[src/rtl/mdu_seq_pkg.sv]
// Shared definitions for the iterative multiply/divide unit: MDU operation
// encodings and small decode helpers used by the sequencer.
package mdu_seq_pkg;

    typedef enum logic [2:0] {
        MDU_NOP   = 3'd0,
        MDU_MULT  = 3'd1,
        MDU_MULTU = 3'd2,
        MDU_DIV   = 3'd3,
        MDU_DIVU  = 3'd4,
        MDU_MTHI  = 3'd5,
        MDU_MTLO  = 3'd6
    } mdu_op_e;

    function automatic logic is_muldiv(input mdu_op_e op);
        return (op == MDU_MULT) || (op == MDU_MULTU) || (op == MDU_DIV) || (op == MDU_DIVU);
    endfunction

    function automatic logic is_signed_op(input mdu_op_e op);
        return (op == MDU_MULT) || (op == MDU_DIV);
    endfunction

    function automatic logic is_div_op(input mdu_op_e op);
        return (op == MDU_DIV) || (op == MDU_DIVU);
    endfunction

endpackage

[src/rtl/mdu_seq_if.sv]
// EX-stage <-> MDU connection: issue signals in, status and HI/LO out.
interface mdu_seq_if
    import mdu_seq_pkg::*;
#(
    parameter int WIDTH = 32
);
    logic             start;
    mdu_op_e          mdu_op;
    logic [WIDTH-1:0] op_a;
    logic [WIDTH-1:0] op_b;
    logic             flush;
    logic             busy;
    logic             done;
    logic [WIDTH-1:0] hi;
    logic [WIDTH-1:0] lo;

    modport master (
        output start, mdu_op, op_a, op_b, flush,
        input  busy, done, hi, lo
    );

    modport slave (
        input  start, mdu_op, op_a, op_b, flush,
        output busy, done, hi, lo
    );
endinterface

[src/rtl/mdu_step.sv]
// One iteration of the MDU datapath: right-shift add for multiply,
// left-shift restoring subtract for divide, over a {acc, lo} register pair.
module mdu_step #(
    parameter int WIDTH = 32
) (
    input  logic             is_div,
    input  logic [WIDTH-1:0] acc,
    input  logic [WIDTH-1:0] lo,
    input  logic [WIDTH-1:0] operand,
    output logic [WIDTH-1:0] acc_next,
    output logic [WIDTH-1:0] lo_next
);
    logic [WIDTH:0]   sum;
    logic [WIDTH:0]   shifted;
    logic             borrow;
    logic [WIDTH-1:0] rem_sub;

    always_comb begin
        // Multiply: carry of the add is kept and shifted back into acc
        sum      = {1'b0, acc} + (lo[0] ? {1'b0, operand} : '0);
        // Divide: partial remainder stays below the divisor, so the
        // truncated subtract is exact whenever there is no borrow
        shifted  = {acc, lo[WIDTH-1]};
        borrow   = shifted < {1'b0, operand};
        rem_sub  = shifted[WIDTH-1:0] - operand;
        acc_next = sum[WIDTH:1];
        lo_next  = {sum[0], lo[WIDTH-1:1]};
        if (is_div) begin
            if (!borrow) begin
                acc_next = rem_sub;
                lo_next  = {lo[WIDTH-2:0], 1'b1};
            end else begin
                acc_next = shifted[WIDTH-1:0];
                lo_next  = {lo[WIDTH-2:0], 1'b0};
            end
        end
    end
endmodule

[src/rtl/mdu_seq.sv]
// Iterative MULT/MULTU/DIV/DIVU sequencer owning HI/LO: 32 iterations on
// magnitudes followed by one sign-fixup cycle; MTHI/MTLO write directly.
module mdu_seq
    import mdu_seq_pkg::*;
#(
    parameter int WIDTH = 32,
    parameter int CNT_W = $clog2(WIDTH)
) (
    input logic      clk,
    input logic      rstn,
    mdu_seq_if.slave m
);
    typedef enum logic [1:0] {S_IDLE, S_CALC, S_FIX} state_e;

    state_e           state_reg, state_next;
    logic [CNT_W-1:0] cnt_reg;
    logic             div_reg;
    logic             neg_res_reg;
    logic             neg_rem_reg;
    logic [WIDTH-1:0] b_reg;
    logic [WIDTH-1:0] a_reg;
    logic [WIDTH-1:0] acc_reg;
    logic [WIDTH-1:0] hi_reg;
    logic [WIDTH-1:0] lo_reg;
    logic             done_reg;

    logic             accept;
    logic             sign_a, sign_b;
    logic [WIDTH-1:0] abs_a, abs_b;
    logic [WIDTH-1:0] step_acc, step_lo;
    logic [2*WIDTH-1:0] prod, prod_fix;
    logic [WIDTH-1:0] quo_fix, rem_fix;

    assign accept = (state_reg == S_IDLE) && m.start && !m.flush;
    assign sign_a = is_signed_op(m.mdu_op) && m.op_a[WIDTH-1];
    assign sign_b = is_signed_op(m.mdu_op) && m.op_b[WIDTH-1];
    assign abs_a  = sign_a ? -m.op_a : m.op_a;
    assign abs_b  = sign_b ? -m.op_b : m.op_b;

    mdu_step #(.WIDTH(WIDTH)) u_step (
        .is_div   (div_reg),
        .acc      (acc_reg),
        .lo       (a_reg),
        .operand  (b_reg),
        .acc_next (step_acc),
        .lo_next  (step_lo)
    );

    // Divide by zero leaves quotient all ones and remainder |a|; with the
    // quotient-negate flag cleared, remainder fixup restores op_a exactly.
    assign prod     = {acc_reg, a_reg};
    assign prod_fix = neg_res_reg ? -prod : prod;
    assign quo_fix  = neg_res_reg ? -a_reg : a_reg;
    assign rem_fix  = neg_rem_reg ? -acc_reg : acc_reg;

    always_comb begin
        state_next = state_reg;
        case (state_reg)
            S_IDLE: if (accept && is_muldiv(m.mdu_op)) state_next = S_CALC;
            S_CALC: begin
                if (m.flush)                               state_next = S_IDLE;
                else if (cnt_reg == CNT_W'(WIDTH - 1))     state_next = S_FIX;
            end
            S_FIX:   state_next = S_IDLE;
            default: state_next = S_IDLE;
        endcase
    end

    always_ff @(posedge clk or negedge rstn) begin
        if (!rstn) begin
            state_reg   <= S_IDLE;
            cnt_reg     <= '0;
            div_reg     <= 1'b0;
            neg_res_reg <= 1'b0;
            neg_rem_reg <= 1'b0;
            b_reg       <= '0;
            a_reg       <= '0;
            acc_reg     <= '0;
            hi_reg      <= '0;
            lo_reg      <= '0;
            done_reg    <= 1'b0;
        end else begin
            state_reg <= state_next;
            done_reg  <= 1'b0;
            case (state_reg)
                S_IDLE: begin
                    if (accept) begin
                        if (is_muldiv(m.mdu_op)) begin
                            a_reg       <= abs_a;
                            b_reg       <= abs_b;
                            acc_reg     <= '0;
                            cnt_reg     <= '0;
                            div_reg     <= is_div_op(m.mdu_op);
                            neg_res_reg <= (sign_a ^ sign_b) &&
                                           !(is_div_op(m.mdu_op) && (m.op_b == '0));
                            neg_rem_reg <= is_div_op(m.mdu_op) && sign_a;
                        end else if (m.mdu_op == MDU_MTHI) begin
                            hi_reg <= m.op_a;
                        end else if (m.mdu_op == MDU_MTLO) begin
                            lo_reg <= m.op_a;
                        end
                    end
                end
                S_CALC: begin
                    if (!m.flush) begin
                        acc_reg <= step_acc;
                        a_reg   <= step_lo;
                        cnt_reg <= cnt_reg + 1'b1;
                    end
                end
                S_FIX: begin
                    if (!m.flush) begin
                        done_reg <= 1'b1;
                        if (div_reg) begin
                            hi_reg <= rem_fix;
                            lo_reg <= quo_fix;
                        end else begin
                            hi_reg <= prod_fix[2*WIDTH-1:WIDTH];
                            lo_reg <= prod_fix[WIDTH-1:0];
                        end
                    end
                end
                default: ;
            endcase
        end
    end

    assign m.busy = (state_reg != S_IDLE);
    assign m.done = done_reg;
    assign m.hi   = hi_reg;
    assign m.lo   = lo_reg;
endmodule

[src/flat_wrapper.sv]
// flat-port wrapper written by rule: the top's interface ports become plain ports
module mdu_seq_flat import mdu_seq_pkg::*;
#(
    parameter int WIDTH = 32,
    parameter int CNT_W = $clog2(WIDTH)
)
  (clk, rstn, m_start, m_mdu_op, m_op_a, m_op_b, m_flush, m_busy, m_done, m_hi, m_lo);
  mdu_seq_if #(.WIDTH(WIDTH)) m_i ();
  input logic clk;
  input logic rstn;
  input wire logic [$bits(m_i.start)-1:0] m_start;
  input wire logic [$bits(m_i.mdu_op)-1:0] m_mdu_op;
  input wire logic [$bits(m_i.op_a)-1:0] m_op_a;
  input wire logic [$bits(m_i.op_b)-1:0] m_op_b;
  input wire logic [$bits(m_i.flush)-1:0] m_flush;
  output wire logic [$bits(m_i.busy)-1:0] m_busy;
  output wire logic [$bits(m_i.done)-1:0] m_done;
  output wire logic [$bits(m_i.hi)-1:0] m_hi;
  output wire logic [$bits(m_i.lo)-1:0] m_lo;
  assign m_i.start = m_start;
  assign m_i.mdu_op = m_mdu_op;
  assign m_i.op_a = m_op_a;
  assign m_i.op_b = m_op_b;
  assign m_i.flush = m_flush;
  assign m_busy = m_i.busy;
  assign m_done = m_i.done;
  assign m_hi = m_i.hi;
  assign m_lo = m_i.lo;
  mdu_seq #(.WIDTH(WIDTH), .CNT_W(CNT_W)) u_core (.clk(clk), .rstn(rstn), .m(m_i));
endmodule
[config.mk]
export PLATFORM = sky130hd
export DESIGN_NAME = mdu_seq_flat
export DESIGN_NICKNAME = d
export VERILOG_FILES = /design/src/rtl/mdu_seq_pkg.sv /design/src/rtl/mdu_seq_if.sv /design/src/rtl/mdu_step.sv /design/src/rtl/mdu_seq.sv /design/src/flat_wrapper.sv
export SDC_FILE = /design/constraint.sdc
export NUM_CORES = 1
export LEC_CHECK = 0
export CORE_ASPECT_RATIO = 0.5
export CORE_UTILIZATION = 30
export CTS_BUF_LIST = sky130_fd_sc_hd__clkbuf_2 sky130_fd_sc_hd__clkbuf_4 sky130_fd_sc_hd__clkbuf_8
export CTS_CLUSTER_DIAMETER = 200
export DETAILED_ROUTE_END_ITERATION = 8
export PLACE_DENSITY = 0.58
export SETUP_SLACK_MARGIN = 0.3
export SLEW_MARGIN = 40
export SYNTH_ARGS = -nofsm -noshare
export SYNTH_HDL_FRONTEND = slang
export SYNTH_HIERARCHICAL = 1
export SYNTH_SLANG_ARGS = --single-unit
[constraint.sdc]
create_clock -name clk -period 4.3 [get_ports clk]
set_clock_uncertainty 0.2 [all_clocks]
set_input_delay 0.645 -clock clk [delete_from_list [all_inputs] [get_ports clk]]
set_output_delay 0.645 -clock clk [all_outputs]
set_load 0.005 [all_outputs]
; ---- Word-level counts from Yosys, hierarchy flattened
; Cells that the tools add are included.
[word_totals]
in_bits = 71
latch_bits = 0
word_cells = 106
ff_bits = 171
ram_bits = 0
rom_bits = 0
memories = 0
[classes]
mux = 41
mul = 0
addsub = 8
magnitude_cmp = 1
bitwise = 1
eq_ne = 19
n_div = 0
n_reduce_logical = 25
shift = 0
[ops]
columns = operator, n
row1 = two-way mux 32 bit, 25
row2 = case mux 32 bit (2 select lines), 4
row3 = negation 32 bit, 4
row4 = two-way mux 64 bit, 1
row5 = negation 64 bit, 1
row6 = adder 32 x 33 -> 33 bit, 1
row7 = less-than comparator 33 x 32 -> 1 bit, 1
row8 = zero test 32 bit, 1
row9 = subtractor 32 bit, 1
row10 = "inequality test 2 bit, second input constant", 8
row11 = two-way mux 5 bit, 3
row12 = case mux 5 bit (2 select lines), 1
row13 = "equality test 3 bit, second input constant", 3
row14 = logical AND 1 bit, 8
row15 = "equality test 3 x 2 -> 1 bit, second input constant", 2
row16 = two-way mux 2 bit, 3
row17 = AND reduction 6 bit, 1
row18 = nonzero test 2 bit, 3
row19 = "adder 5 x 1 -> 5 bit, second input constant", 1
row20 = "equality test 5 bit, second input constant", 1
row21 = logical OR 1 bit, 5
row22 = AND reduction 5 bit, 1
row23 = case mux 2 bit (2 select lines), 1
row24 = AND reduction 4 bit, 1
row25 = 11 further kinds, 14

; ---- Logic depth before layout (Yosys ltp)
; Gate-level depths: netlist of run 1.
[depth]
ltp_word = 7
mapped_depth = 14
mapped_depth_nobuf = 13

; ---- By module
; The synthesis of run 1 kept the hierarchy.
[by_module_without_submodules]
columns = mod, n_inst, cells_each, seq_area_each_um2, area_per_inst_um2
row1 = mdu_seq, 1, 1173, 4279.1, 10110.9
row2 = mdu_step, 1, 679, 0.0, 4660.7

; ---- Least setup slack after synthesis of run 1
; OpenSTA, ideal clock, no wires.
[synth_timing]
kind = reg-to-reg
startpoint = register u_core.a_reg[0]
endpoint = register u_core.acc_reg[23]
slack_ns = 1.177
stages_incl_launch_ff = 14
setup_ns = 0.121
path_buffers = 1
synth_period_minus_slack_ns = 3.123
required_time_ns = 3.979
t_arrival_ns = 2.802
path_cell_list = dfrtp_1 > clkbuf_1 > and2_1 > ha_1 > fa_1 > a21oi_1 > o211ai_1 > nand3_1 > nand4_1 > a311oi_1 > o31ai_1 > xnor2_1 > a22oi_1 > a22o_1
[synth_via]
elab_chain_cells = 5
[synth_rtl]
columns = item, line
row1 = "start, declared", mdu_seq.sv:21  ; logic [WIDTH-1:0] a_reg;
row2 = "start signal, assigned", mdu_seq.sv:89  ; a_reg <= abs_a;
row3 = "start signal, assigned", mdu_seq.sv:107  ; a_reg <= step_lo;
row4 = two-way mux 32 bit, mdu_step.sv:20  ; sum = {1'b0, acc} + (lo[0] ? {1'b0, operand} : '0);
row5 = adder 32 x 33 -> 33 bit, mdu_step.sv:20
row6 = two-way mux 32 bit, mdu_step.sv:28  ; if (is_div) begin
row7 = net u_core.step_acc[23], mdu_seq.sv:30  ; logic [WIDTH-1:0] step_acc, step_lo;
row8 = two-way mux 32 bit, mdu_seq.sv:105  ; if (!m.flush) begin
row9 = case mux 32 bit (2 select lines), mdu_seq.sv:85  ; case (state_reg)
row10 = "end signal, assigned", mdu_seq.sv:106  ; acc_reg <= step_acc;
row11 = "end, declared", mdu_seq.sv:22  ; logic [WIDTH-1:0] acc_reg;
; The timed path passes the listed nets, and every way through them passes these cells. The select of a mux whose other input is x is not followed.
; A chain may end at the register's enable or synchronous reset.

; ---- Worst setup path in the final report of run 1
; Ends and elaborated chain as after synthesis.

==> flow_summary.toml, run 1 <==
[synth]
synth.ff_latch_count = 171
synth-edff-count = 0
synth_area_sq_um = 14800
synth_fp_nets = 1995
synthDistinctLibCells = 91
ys.warnings.count = 6
synth-main-ff-cell = "dfrtp_1"
netlist_instances = 1852
ys_seq_area_frac = 0.290
post_synthesis_average_cell_area_sq_um = 7.98
fraction_of_synthesized_cell_area_taken_by_the_top_area_cell_type = 0.290
synth_area_leader_cell = "dfrtp_1"
synth-async-reset-ratio = 1.00
synth_area_leaders = "dfrtp_1 29%, ha_1 5.9%, nand2_1 5.7%, xnor2_1 5.5%, o21ai_0 5.4%"

[place]
portBuffers = 136
gp_routability_congestion = 0.953
place_ws_ns = 0.682
hpwlAfterDp_um = 41700

[drt]
num_vias = 14600
remaining_drc_errors = 0
detailedRoute.firstIterationViolations = 1281
viasPerCell = 5.56
routed_wirelength_um = 54900
drt.antenna.violating_nets = 0
wl_per_cell_um = 20.8
number_of_optimization_iterations_in_the_first_detailed_route_pass = 5

[setup_path]
critPathLaunchType = "flop"
timing_worst_setup_path_type = "reg -> reg"
timing.critical_path.to_type = "flop"
worst_path_max_fanout = 26
required_ns = 4.50
crit_arrival_ns = 3.97

[power_and_ir_drop]
internal_power_mw = 6.20
switching_share = 0.508
seqPwrFrac = 0.251
powerDensity_nw_per_um2 = 721
vdd_ir_drop_max_mv = 0.370
total_power_mw = 12.6
switchingPower_mw = 6.41
share_clk_of_total_power = 0.096
power.share.combinational = 0.653
power_leakage_nw = 7.24

[global_route]
grtUsageTotal = 0.219
grt.overflow.total = 0
grt_start_max_net_pins = 103
grt_antenna_before_repair = 1
first_global_vias = 14100
grt_first_pass_wirelength_um = 85200

[cts]
post_cts_clock_slew_at_the_launch_and_capture_registers_of_the_worst_setup_and_hold_paths_ns = 0.11
cts_root_buffer = "clkbuf_8"
tritoncts_clock_tree = "done"
cts_htree_levels = 4
clock_sink_count = 171
post-cts-setup-buffer-count = 0
post_cts_resize_count = 0
cts-hold-fix-buffers = 1
tritoncts.num_buffers = 17
clockBufferDepth = 2
clock_insertion_delay_worst_skew_ns = 0.53

[sta]
post-route-worst-setup-slack_ns = 0.532
final_hold_viol_count = 0
layout_worst_path_cycle_share = 0.876
rsz0062_at_grt = "false"
fmaxAchievable_ghz = 0.265
fin_crit_ns = 3.77
final_setup_violation_count = 0
timing_max_transition_violations_final = 0
worst-slew-pin-transition_ns = 0.765
slew-limit-headroom = 0.486
setup_tns_ns = 0

[cells_and_area]
multi_input_comb_area_sq_um = 9860
diodes = 0
filler_cell_count = 5083
layout-drive-gt1-share = 0.0887
syn_to_final_growth_pct = 18.3
final_net_count = 2115
seqCellArea_sq_um = 4280
final_core_util = 0.360

[flow_run]
maxCapViolCount = 0

[outcome]
outcome = "completed"

[floorplan]
die_height_um = 159
die_area_sq_um = 50200
initial_core_util = 0.304
ios = 137
core_region_area_sq_um = 48600
num_rows = 57
die_width_um = 316

[min_path]
min-delay-path-class = "reg -> reg"
-- area by class of cell --
class | count | share of cell area
timing repair buffer | 193 | 0.106
tap | 649 | 0.0465
clock inverter | 14 | 0.00852
inverter | 74 | 0.0159
multi-input combinational | 1515 | 0.564
sequential | 171 | 0.245
clock buffer | 18 | 0.0142
-- power groups by stage --
stage | registers (mW) | logic [mW] | clock network [mW]
after floorplan | 2.86 | 5.67 | 0
after global placement | 3.17 | 8.00 | 0
after detailed placement | 3.17 | 8.06 | 0
after CTS | 3.14 | 8.10 | 1.25
after global routing | 3.25 | 9.00 | 1.30
final | 3.16 | 8.23 | 1.22
-- cells in the mapped netlist (6+ instances only) --
| cell | number |
|---|---|
| xor2_1 | 69 |
| nor3b_1 | 6 |
| or2_2 | 8 |
| o211ai_1 | 15 |
| xnor2_1 | 93 |
| o22ai_1 | 23 |
| o221ai_1 | 18 |
| nand2_1 | 224 |
| o31ai_1 | 31 |
| ha_1 | 70 |
| a22oi_1 | 9 |
| a22o_1 | 31 |
| o21ai_1 | 9 |
| nor3_1 | 47 |
| clkbuf_1 | 77 |
| a21boi_0 | 7 |
| nor4_1 | 34 |
| nand2b_1 | 10 |
| nor2b_1 | 13 |
| or3_1 | 27 |
| and2_1 | 42 |
| a31oi_1 | 24 |
| a211oi_1 | 12 |
| and4_1 | 6 |
| nor2_1 | 146 |
| nand3_1 | 35 |
| o21ai_0 | 160 |
| mux2_2 | 34 |
| a21o_1 | 22 |
| o21a_1 | 11 |
| o21bai_1 | 7 |
| a21oi_1 | 120 |
| and3_1 | 11 |
| a221oi_1 | 11 |
| nand4_1 | 17 |
| o41ai_1 | 9 |
| inv_1 | 73 |
| mux2i_1 | 19 |
| or4_1 | 13 |
| dfrtp_1 | 171 |
-- final timing paths --
kind	startpoint	to	slack, ns	cells past startpoint
max in group asynchronous	rstn	u_core/b_reg[2]	2.76	3
worst min-delay path	u_core/m.lo[9]	u_core/m.lo[9]	0.29	2
worst max register to register	u_core/a_reg[0]	u_core/acc_reg[23]	0.53	12
worst min register to register	u_core/m.lo[9]	u_core/m.lo[9]	0.29	2
min in group asynchronous	rstn	u_core/m.lo[21]	0.38	2
worst max-delay path	u_core/a_reg[0]	u_core/acc_reg[23]	0.53	12
-- cells in the final DEF (no fill, tap or decap), types with 13 or more instances in the layout --
master,count
a21o_1,22
a21oi_1,120
a22o_1,31
a31oi_1,24
and2_1,42
buf_4,52
clkbuf_8,18
clkdlybuf4s50_1,135
dfrtp_1,169
ha_1,70
inv_1,72
mux2_2,34
mux2i_1,19
nand2_1,223
nand3_1,35
nand4_1,17
nor2_1,144
nor3_1,46
nor4_1,33
o211ai_1,15
o21ai_0,160
o221ai_1,18
o22ai_1,23
o31ai_1,31
or3_1,26
or4_1,13
xnor2_1,93
xor2_1,69
-- worst max-delay path, stage by stage (launching register included) --
cell,delay [ns]
dfrtp_2,0.64
and2_1,0.24
ha_1,0.22
fa_1,0.41
a21oi_1,0.26
o211ai_1,0.16
nand3_1,0.18
nand4_1,0.16
a311oi_1,0.50
o31ai_1,0.17
xnor2_1,0.19
a22oi_1,0.11
a22o_1,0.21
-- logic make-up (layout without fill, tap and decap cells) --
group,Yosys count,after routing,synth area share
flops,171,171,0.290
mux,53,53,0.0388
compound gates,564,564,0.249
fa+ha+maj,72,72,0.0620
buf+inv,166,299,0.0457
xor+xnor,162,162,0.0961
simple gates,664,664,0.219
-- metal layers --
| layer | up-vias | GRT usage | part of all wire |
|---|---|---|---|
| met5 | - | 0 | 0.00013 |
| li1 | 6980 | - | - |
| met2 | 471 | 0.341 | 0.45 |
| met4 | 2 | 0.0567 | 0.022 |
| met1 | 7114 | 0.310 | 0.46 |
| met3 | 66 | 0.0397 | 0.063 |
-- metrics by stage --
step                instances  cell area, sq um  hold slack (ns)
finish                   2634             17500            0.286
global placement         2598             17000            0.263
CTS                      2633             17400            0.290
floorplan                1852             14800            0.149
detailed placement       2600             17000            0.266
global route             2634             17500            0.309
Note: power is estimated with default switching activity, not from simulation.
==> run 2, diff against run 1 <==
- CORE_UTILIZATION: 30 -> 39
- PLACE_DENSITY: 0.58 -> 0.69
- clock period: 4.3 -> 3.7 ns (I/O delays scaled with it)
==> flow_summary.toml, run 2 (same netlist as run 1, synthesis figures left out) <==
[cells_and_area]
seqCellArea_sq_um = 4290
final_core_util = 0.484
postLayoutCellArea_sq_um = 17700
final-instance-count-excl-fill = 2520
final_net_count = 2166
layout.cells.most_common = "nand2_1"
highest_count_cells_in_the_layout_ignoring_fill_and_taps = "223 x nand2_1, 169 x dfrtp_1, 155 x o21ai_0"
layout-drive-gt1-share = 0.120
syn_to_final_growth_pct = 20.0
filler_cell_count = 3544
multi_input_comb_area_sq_um = 9970

[place]
gp_routability_congestion = 0.991
hpwlAfterDp_um = 40300
placed_cells_incl_taps = 2475
portBuffers = 136
placement.cell_area_sq_um = 17100

[outcome]
outcome = "completed"

[drt]
remaining_drc_errors = 0
drt.antenna.violating_nets = 0
viasPerCell = 6.06
wl_per_cell_um = 21.1
routed_wirelength_um = 53100
number_of_optimization_iterations_in_the_first_detailed_route_pass = 5
num_vias = 15300
detailedRoute.firstIterationViolations = 1664

[min_path]
timing.hold.worst_endpoint = "u_core/m.lo[13]"
min-delay-path-class = "reg -> reg"
whs_path_depth = 2
holdCritStartpoint = "u_core/m.lo[13]"

[sta]
setup_tns_ns = 0
final.hold.worst_slack_ns = 0.288
fmaxAchievable_ghz = 0.301
final_hold_viol_count = 0
rsz0062_at_grt = "true"
slew-limit-headroom = 0.431
layout_worst_path_cycle_share = 0.897
fin_crit_ns = 3.32
final_setup_violation_count = 0
worst-slew-pin-transition_ns = 0.850
timing_max_transition_violations_final = 0

[setup_path]
cp_num_buf_inv = 0
crit_chain = "or4_1, or3_1, or4_1, nor4_1, o22ai_1, xnor2_1, a221oi_1"
timing.critical_path.mode_cell = "or4_1"
critical-path-top-delay-family = "simple AND/OR/NAND/NOR gates"
crit_slowest_cell = "or4_1"
worst_path_max_fanout = 7
slowest_delay_ns = 0.67
required_ns = 3.92
r2r_cells = 7
timing.critical_path.to_type = "flop"
crit_arrival_ns = 3.54
worstReg2RegStart = "u_core/a_reg[8]"
timing.rr.end = "u_core/m.hi[10]"
timing_worst_setup_path_type = "reg -> reg"
critPathLaunchType = "flop"
regToRegSetupSlack_ns = 0.38

[flow_run]
maxCapViolCount = 0

[floorplan]
die_width_um = 277
die_height_um = 140
num_rows = 49
core_region_area_sq_um = 36600
die_area_sq_um = 38700
ios = 137
initial_core_util = 0.404

[cts]
post_cts_clock_slew_at_the_launch_and_capture_registers_of_the_worst_setup_and_hold_paths_ns = 0.11
tritoncts_clock_tree = "done"
clockBufferDepth = 2
cts_htree_levels = 4
cts_root_buffer = "clkbuf_8"
clock_sink_count = 171
tritoncts.num_buffers = 17
clock_insertion_delay_worst_skew_ns = 0.54

[power_and_ir_drop]
vdd_ir_drop_max_mv = 0.343
powerDensity_nw_per_um2 = 852
power_leakage_nw = 7.48

[global_route]
grt_start_max_net_pins = 67
first_global_vias = 14000
grtUsageTotal = 0.268
grt.overflow.total = 0
grt_antenna_before_repair = 1
grt_first_pass_wirelength_um = 81000
==> run 2: worst min-delay path: cells and delay by family, from the launching register on <==
kind / cells / cell delay (ns)
flip-flops: 1 / 0.36
AND/OR/NAND/NOR: 1 / 0.05
AO/OA/AOI/OAI: 1 / 0.05
==> run 2: cell type report <==
class                   count  share of cell area
multi-input cells        1515               0.563
flip-flops and latches    171               0.242
repair buffers            244               0.123
well taps                 484              0.0342
inverters                  74              0.0157
clock buffers              17              0.0132
clock inverters            14             0.00868
diodes                      1            0.000141
==> run 2: power by group <==
| part | internal, mW | switching, mW | leakage (nW) |
|---|---|---|---|
| clock | 0.556 | 0.857 | 0.191 |
| combinational | 4.42 | 5.75 | 5.15 |
| sequential | 2.60 | 0.909 | 2.14 |
==> run 2: per-stage QoR <==
step / setup WS (ns) / power, mW
6_report: 0.381 / 15.1
4_1_cts: 0.324 / 14.6
3_3_place_gp: 0.243 / 13.1
2_1_floorplan: 0.577 / 9.92
3_5_place_dp: 0.144 / 13.2
5_1_grt: 0.240 / 16.1
==> run 2: how the worst max path moves through the flow <==
stage	from	slack, ns	end	cells past startpoint
floorplan	u_core/a_reg[0]	0.58	u_core/acc_reg[23]	13
global placement	u_core/a_reg[0]	0.24	u_core/acc_reg[23]	12
detailed placement	u_core/a_reg[0]	0.14	u_core/acc_reg[23]	12
finish	u_core/a_reg[8]	0.38	u_core/m.hi[10]	7
CTS	u_core/a_reg[0]	0.32	u_core/acc_reg[23]	12
global route	u_core/a_reg[8]	0.24	u_core/m.hi[10]	7
==> run 2: layer usage <==
layer	routed length [um]	share of wire	track usage
met4	1210	0.023	0.0827
met5	0	0	0
met2	23900	0.45	0.417
met3	4270	0.080	0.0452
met1	23700	0.45	0.379
==> run 2: repair_timing <==
item / CTS / global route
endpoints found under the hold margin: 60 / 0
endpoints found under the setup margin: 19 / 19
gates resized for setup: 3 / 30
buffers inserted: 0 / 12
pin swaps: 0 / 17
hold buffers: 1 / 0
==> run 3, diff against run 2 <==
- TNS_END_PERCENT: not set -> 10
- clock period: 3.7 -> 3.97 ns (I/O delays scaled with it)
==> flow_summary.toml, run 3 (same netlist as run 1, synthesis figures left out) <==
[sta]
final.hold.worst_slack_ns = 0.285
setup_tns_ns = 0
final_setup_violation_count = 0
fmaxAchievable_ghz = 0.282
final_hold_viol_count = 0
timing_max_transition_violations_final = 0
worst-slew-pin-transition_ns = 0.747
rsz0062_at_grt = "true"
post-route-worst-setup-slack_ns = 0.430
slew-limit-headroom = 0.501
layout_worst_path_cycle_share = 0.892
fin_crit_ns = 3.54

[cts]
tritoncts_clock_tree = "done"
post-cts-setup-buffer-count = 0
clockBufferDepth = 2
cts_root_buffer = "clkbuf_8"
post_cts_clock_slew_at_the_launch_and_capture_registers_of_the_worst_setup_and_hold_paths_ns = 0.09
clock_sink_count = 171
cts_htree_levels = 4
clock_insertion_delay_worst_skew_ns = 0.52
tritoncts.num_buffers = 17

[power_and_ir_drop]
total_power_mw = 13.9
share_clk_of_total_power = 0.106
vdd_ir_drop_max_mv = 0.320
seqPwrFrac = 0.242
internal_power_mw = 7.04
switching_share = 0.493
power.share.combinational = 0.652
switchingPower_mw = 6.86
powerDensity_nw_per_um2 = 793
power_leakage_nw = 7.39

[setup_path]
required_ns = 4.22
critPathLaunch = "u_core/a_reg[31]"
critPathLaunchType = "flop"
timing_worst_setup_path_type = "reg -> reg"
worst_path_max_fanout = 7
worstReg2RegStart = "u_core/a_reg[31]"
crit_arrival_ns = 3.79
timing.critical_path.to_type = "flop"

[outcome]
outcome = "completed"

[cells_and_area]
postLayoutCellArea_sq_um = 17500
final-instance-count-excl-fill = 2489
final_net_count = 2136
diodes = 0
syn_to_final_growth_pct = 18.7
highest_count_cells_in_the_layout_ignoring_fill_and_taps = "223 x nand2_1, 169 x dfrtp_1, 160 x o21ai_0"
seqCellArea_sq_um = 4290
filler_cell_count = 3617
multi_input_comb_area_sq_um = 9880
final_core_util = 0.479
layout.cells.most_common = "nand2_1"
layout-drive-gt1-share = 0.0978

[global_route]
grt.overflow.total = 0
first_global_vias = 14000
grt_first_pass_wirelength_um = 80900
grtUsageTotal = 0.266
grt_antenna_before_repair = 0
grt_start_max_net_pins = 79

[min_path]
holdCritStartpoint = "u_core/m.lo[11]"
min-delay-path-class = "reg -> reg"

[drt]
detailedRoute.firstIterationViolations = 1693
remaining_drc_errors = 0
drt.antenna.violating_nets = 0
routed_wirelength_um = 52500
num_vias = 15100
number_of_optimization_iterations_in_the_first_detailed_route_pass = 6
wl_per_cell_um = 21.1
viasPerCell = 6.07

[floorplan]
num_rows = 49
die_height_um = 140
initial_core_util = 0.404
core_region_area_sq_um = 36600
die_area_sq_um = 38700
ios = 137
die_width_um = 277

[place]
placed_cells_incl_taps = 2457
portBuffers = 136
place_ws_ns = 0.258
placement.cell_area_sq_um = 17000
gp_routability_congestion = 0.950
hpwlAfterDp_um = 39700

[flow_run]
maxCapViolCount = 0
==> run 3: area by class of cell <==
class | count | area share
Sequential cell | 171 | 0.244
Timing Repair Buffer | 214 | 0.116
Inverter | 74 | 0.0158
Clock inverter | 14 | 0.0121
Clock buffer | 17 | 0.0133
Multi-Input combinational cell | 1515 | 0.563
Tap cell | 484 | 0.0345
==> run 3: worst paths after layout <==
path | end | slack (ns) | depth (start not counted)
worst max-delay path | u_core/acc_reg[28] | 0.43 | 13
min in group asynchronous | u_core/m.lo[20] | 0.48 | 2
worst max register to register | u_core/acc_reg[28] | 0.43 | 13
worst min-delay path | u_core/m.lo[11] | 0.28 | 2
max in group asynchronous | u_core/b_reg[16] | 2.21 | 3
worst min register to register | u_core/m.lo[11] | 0.28 | 2
==> run 3: metal layers <==
metal  wire length [um]  GRT usage
met3               3780     0.0428
met2              23700      0.415
met4                888     0.0670
met5                  0          0
met1              24100      0.381
==> run 3: critical path, cell delays in order (launching register included) <==
cell,delay [ns]
dfrtp_1,0.49
inv_1,0.14
ha_1,0.16
inv_1,0.05
fa_1,0.40
a21o_1,0.23
a211o_1,0.40
a31oi_4,0.23
a211oi_2,0.14
o211a_1,0.26
a211oi_2,0.23
mux2i_1,0.13
a221oi_2,0.27
a22o_1,0.15
==> run 3: power groups by stage <==
stage | logic, mW | clock network (mW) | registers, mW
after floorplan | 6.14 | 0 | 3.10
after global placement | 8.69 | 0 | 3.35
after detailed placement | 8.81 | 0 | 3.36
after CTS | 8.86 | 1.50 | 3.33
after global routing | 9.83 | 1.56 | 3.44
final | 9.06 | 1.47 | 3.36
==> run 3: repair_timing <==
action | CTS | global route
hold endpoints to repair | 76 | 0
hold buffers | 1 | 0
endpoints found under the setup margin | 3 | 3
resized for setup | 1 | 3
==> variant: new RTL, flow settings as in run 2 <==
`WIDTH` is set to 32 in 4 places; all go to 64.
--- a/src/rtl/mdu_seq_if.sv
+++ b/src/rtl/mdu_seq_if.sv
@@ -4,3 +4,3 @@
 #(
-    parameter int WIDTH = 32
+    parameter int WIDTH = 64
 );
--- a/src/rtl/mdu_step.sv
+++ b/src/rtl/mdu_step.sv
@@ -3,3 +3,3 @@
 module mdu_step #(
-    parameter int WIDTH = 32
+    parameter int WIDTH = 64
 ) (
--- a/src/rtl/mdu_seq.sv
+++ b/src/rtl/mdu_seq.sv
@@ -5,3 +5,3 @@
 #(
-    parameter int WIDTH = 32,
+    parameter int WIDTH = 64,
     parameter int CNT_W = $clog2(WIDTH)
--- a/src/flat_wrapper.sv
+++ b/src/flat_wrapper.sv
@@ -3,3 +3,3 @@
 #(
-    parameter int WIDTH = 32,
+    parameter int WIDTH = 64,
     parameter int CNT_W = $clog2(WIDTH)
Interface: changed (resized m_hi, m_lo, m_op_a and m_op_b); port bits go from 137 to 265. No check against the original RTL was run, so the function may have changed too.
==> variant against run 2 <==
- the run now ends with negative setup slack left
- global-route usage up 7.9 points
- largest power group unchanged
- synthesized area up 100%
- wire length rose to 2.7 times the old value
- total power rose to 3.0 times the old value
- largest cell class unchanged
- worst hold slack worse by 72 ps
- worst setup slack worse by 690 ps
- critical path depth up 9
- die area up 100%
- sequential cell count up 161
- combinational power rose to 3.4 times the old value
- sequential share of layout area down 5.2 points
- design area up 150%
- non-clock buffer count up 876
- critical endpoint is now u_core/acc_reg[49]
==> variant: results (changes against run 2) <==
outcome:
  outcome: "finished, violations left"
  violations: "negative setup slack"
routing:
  top_layer: "met5"
  dr.pass1.iters: 6  # +1
  vias: 35500  # +130%
  wl_met1_um: 61100  # +160%
  wire_per_inst_um: 24.2  # +15%
  drt_iter0_drc: 4126  # +150%
place:
  dpl_cell_area_um2: 39100  # +130%
  port_buffers: 264  # +94%
  place_congestion: 1.02  # +3.0%
  dpl_worst_slack_ps: -465  # -609 ps
  dp_hpwl_um: 106000  # +160%
yosys:
  synth_adder_area_share_pct: 5.69  # -0.51 points
  synth_mux_area_share_pct: 3.26  # -0.62 points
  synthesis.nets: 4121  # +110%
  synthTopCellsByCount: "nand2_1 (452), o21ai_0 (379), dfrtp_1 (332)"
  synthTopCellsByArea: "dfrtp_1 (28%), o21ai_0 (6.3%), xnor2_1 (5.7%), nand2_1 (5.7%), ha_1 (5.6%)"
  synth_compound_area_share_pct: 26.8  # +1.9 points
  ys_types: 105  # +15%
  async_flop_share_pct: 100  # unchanged
timing:
  setup_ws_ps: -310  # -691 ps
  worst_pin_slew_ps: 1140  # +291 ps
  setup_viol: 40  # +40
worst_setup_path:
  cp_max_fo: 8  # +1
  max_stage_delay_ps: 430  # -240 ps
  cpLargestDelayFamily: "compound AO/OA/AOI/OAI gates"
  rr_startpoint: "u_core/a_reg[0]"
  crit_arrival_ps: 4440  # +900 ps
  r2r-end: "u_core/acc_reg[49]"
  r2r.worst_path.cells: 16  # +9
global_routing:
  track_usage_pct: 34.7  # +7.9 points
  grt_pass1_vias: 33700  # +140%
finish:
  drive_gt1_share_pct: 30.1  # +18 points
  fillers: 6688  # +89%
clock_network:
  cts-root-buf: "clkbuf_8"
  cts_buffer_depth: 3  # +1
  clk_pin_slew_worst_paths_ps: 70  # -40 ps
  clk_latency_ps: 760  # +220 ps
power_and_ir_drop:
  irDropWorstVdd_v: 0.000458  # +34%
  power.total_mw: 45.9  # +200%
  leakage_nw: 18.6  # +150%
min_path:
  hold_path_class: "in2async"
-- variant: cell count changes in the layout (fill, tap and decap cells not counted), moves of 128 or more --
cell             before  now
o21ai_0             155  308
clkdlybuf4s50_1     135  263
nand2_1             223  425
buf_4               105  763
dfrtp_1             169  312
a21oi_1             118  273
-- variant: layout make-up --
class / instances / share of cell area (%)
timing repair buffer: 1120 / 22.3
clock buffer: 86 / 2.49
clock inverter: 18 / 0.606
tap: 1022 / 2.91
sequential: 332 / 18.9
inverter: 117 / 1.00
antenna: 6 / 0.0341
multi-input combinational: 3168 / 51.7
-- variant: what timing repair did --
| item | in CTS | in global routing |
|---|---|---|
| gates resized for setup | 309 | 229 |
| cloned | 10 | 1 |
| hold buffers | 1 | 0 |
| hold endpoints to repair | 65 | 0 |
| setup endpoints to repair | 118 | 117 |
| buffers inserted | 59 | 50 |
| pin swaps | 125 | 130 |
-- variant: cells by family after synthesis --
kind of cell | Yosys count
AND/OR/NAND/NOR | 1313
AO/OA/AOI/OAI | 1268
XOR/XNOR | 363
buffers and inverters | 351
flip-flops | 332
adder cells (fa/ha/maj) | 135
multiplexers | 89
-- variant: worst max path at each step --
stage / startpoint / end / slack, ps / cells past startpoint
after floorplan: u_core/a_reg[0] / u_core/acc_reg[49] / -50 / 16
after global placement: u_core/a_reg[0] / u_core/acc_reg[60] / -440 / 17
after detailed placement: u_core/a_reg[0] / u_core/acc_reg[60] / -470 / 17
after CTS: u_core/a_reg[0] / u_core/acc_reg[59] / -240 / 16
after global routing: u_core/a_reg[0] / u_core/acc_reg[59] / -440 / 16
final: u_core/a_reg[0] / u_core/acc_reg[49] / -310 / 16
-- variant: power breakdown --
part	total (mW)	internal [mW]	switching [mW]
Sequential	7.06	5.26	1.81
Combinational	34.6	16.5	18.1
Clock	4.19	2.32	1.86
-- variant: through the flow --
step                      TNS (ps)  std cells  hold WS (ps)
after floorplan              -87.3       3851          59.4
after global placement       -8070       5638           264
after CTS                    -2100       5812           193
after detailed placement     -9820       5638           269
final                        -4910       5869           215
after global routing         -9950       5863           233
-- variant: routing by layer --
metal | GRT usage, % | vias up
met4 | 10.6 | 6
met2 | 52.9 | 1991
met1 | 48.3 | 17200
met5 | 0 | -
met3 | 8.25 | 355
li1 | - | 16000
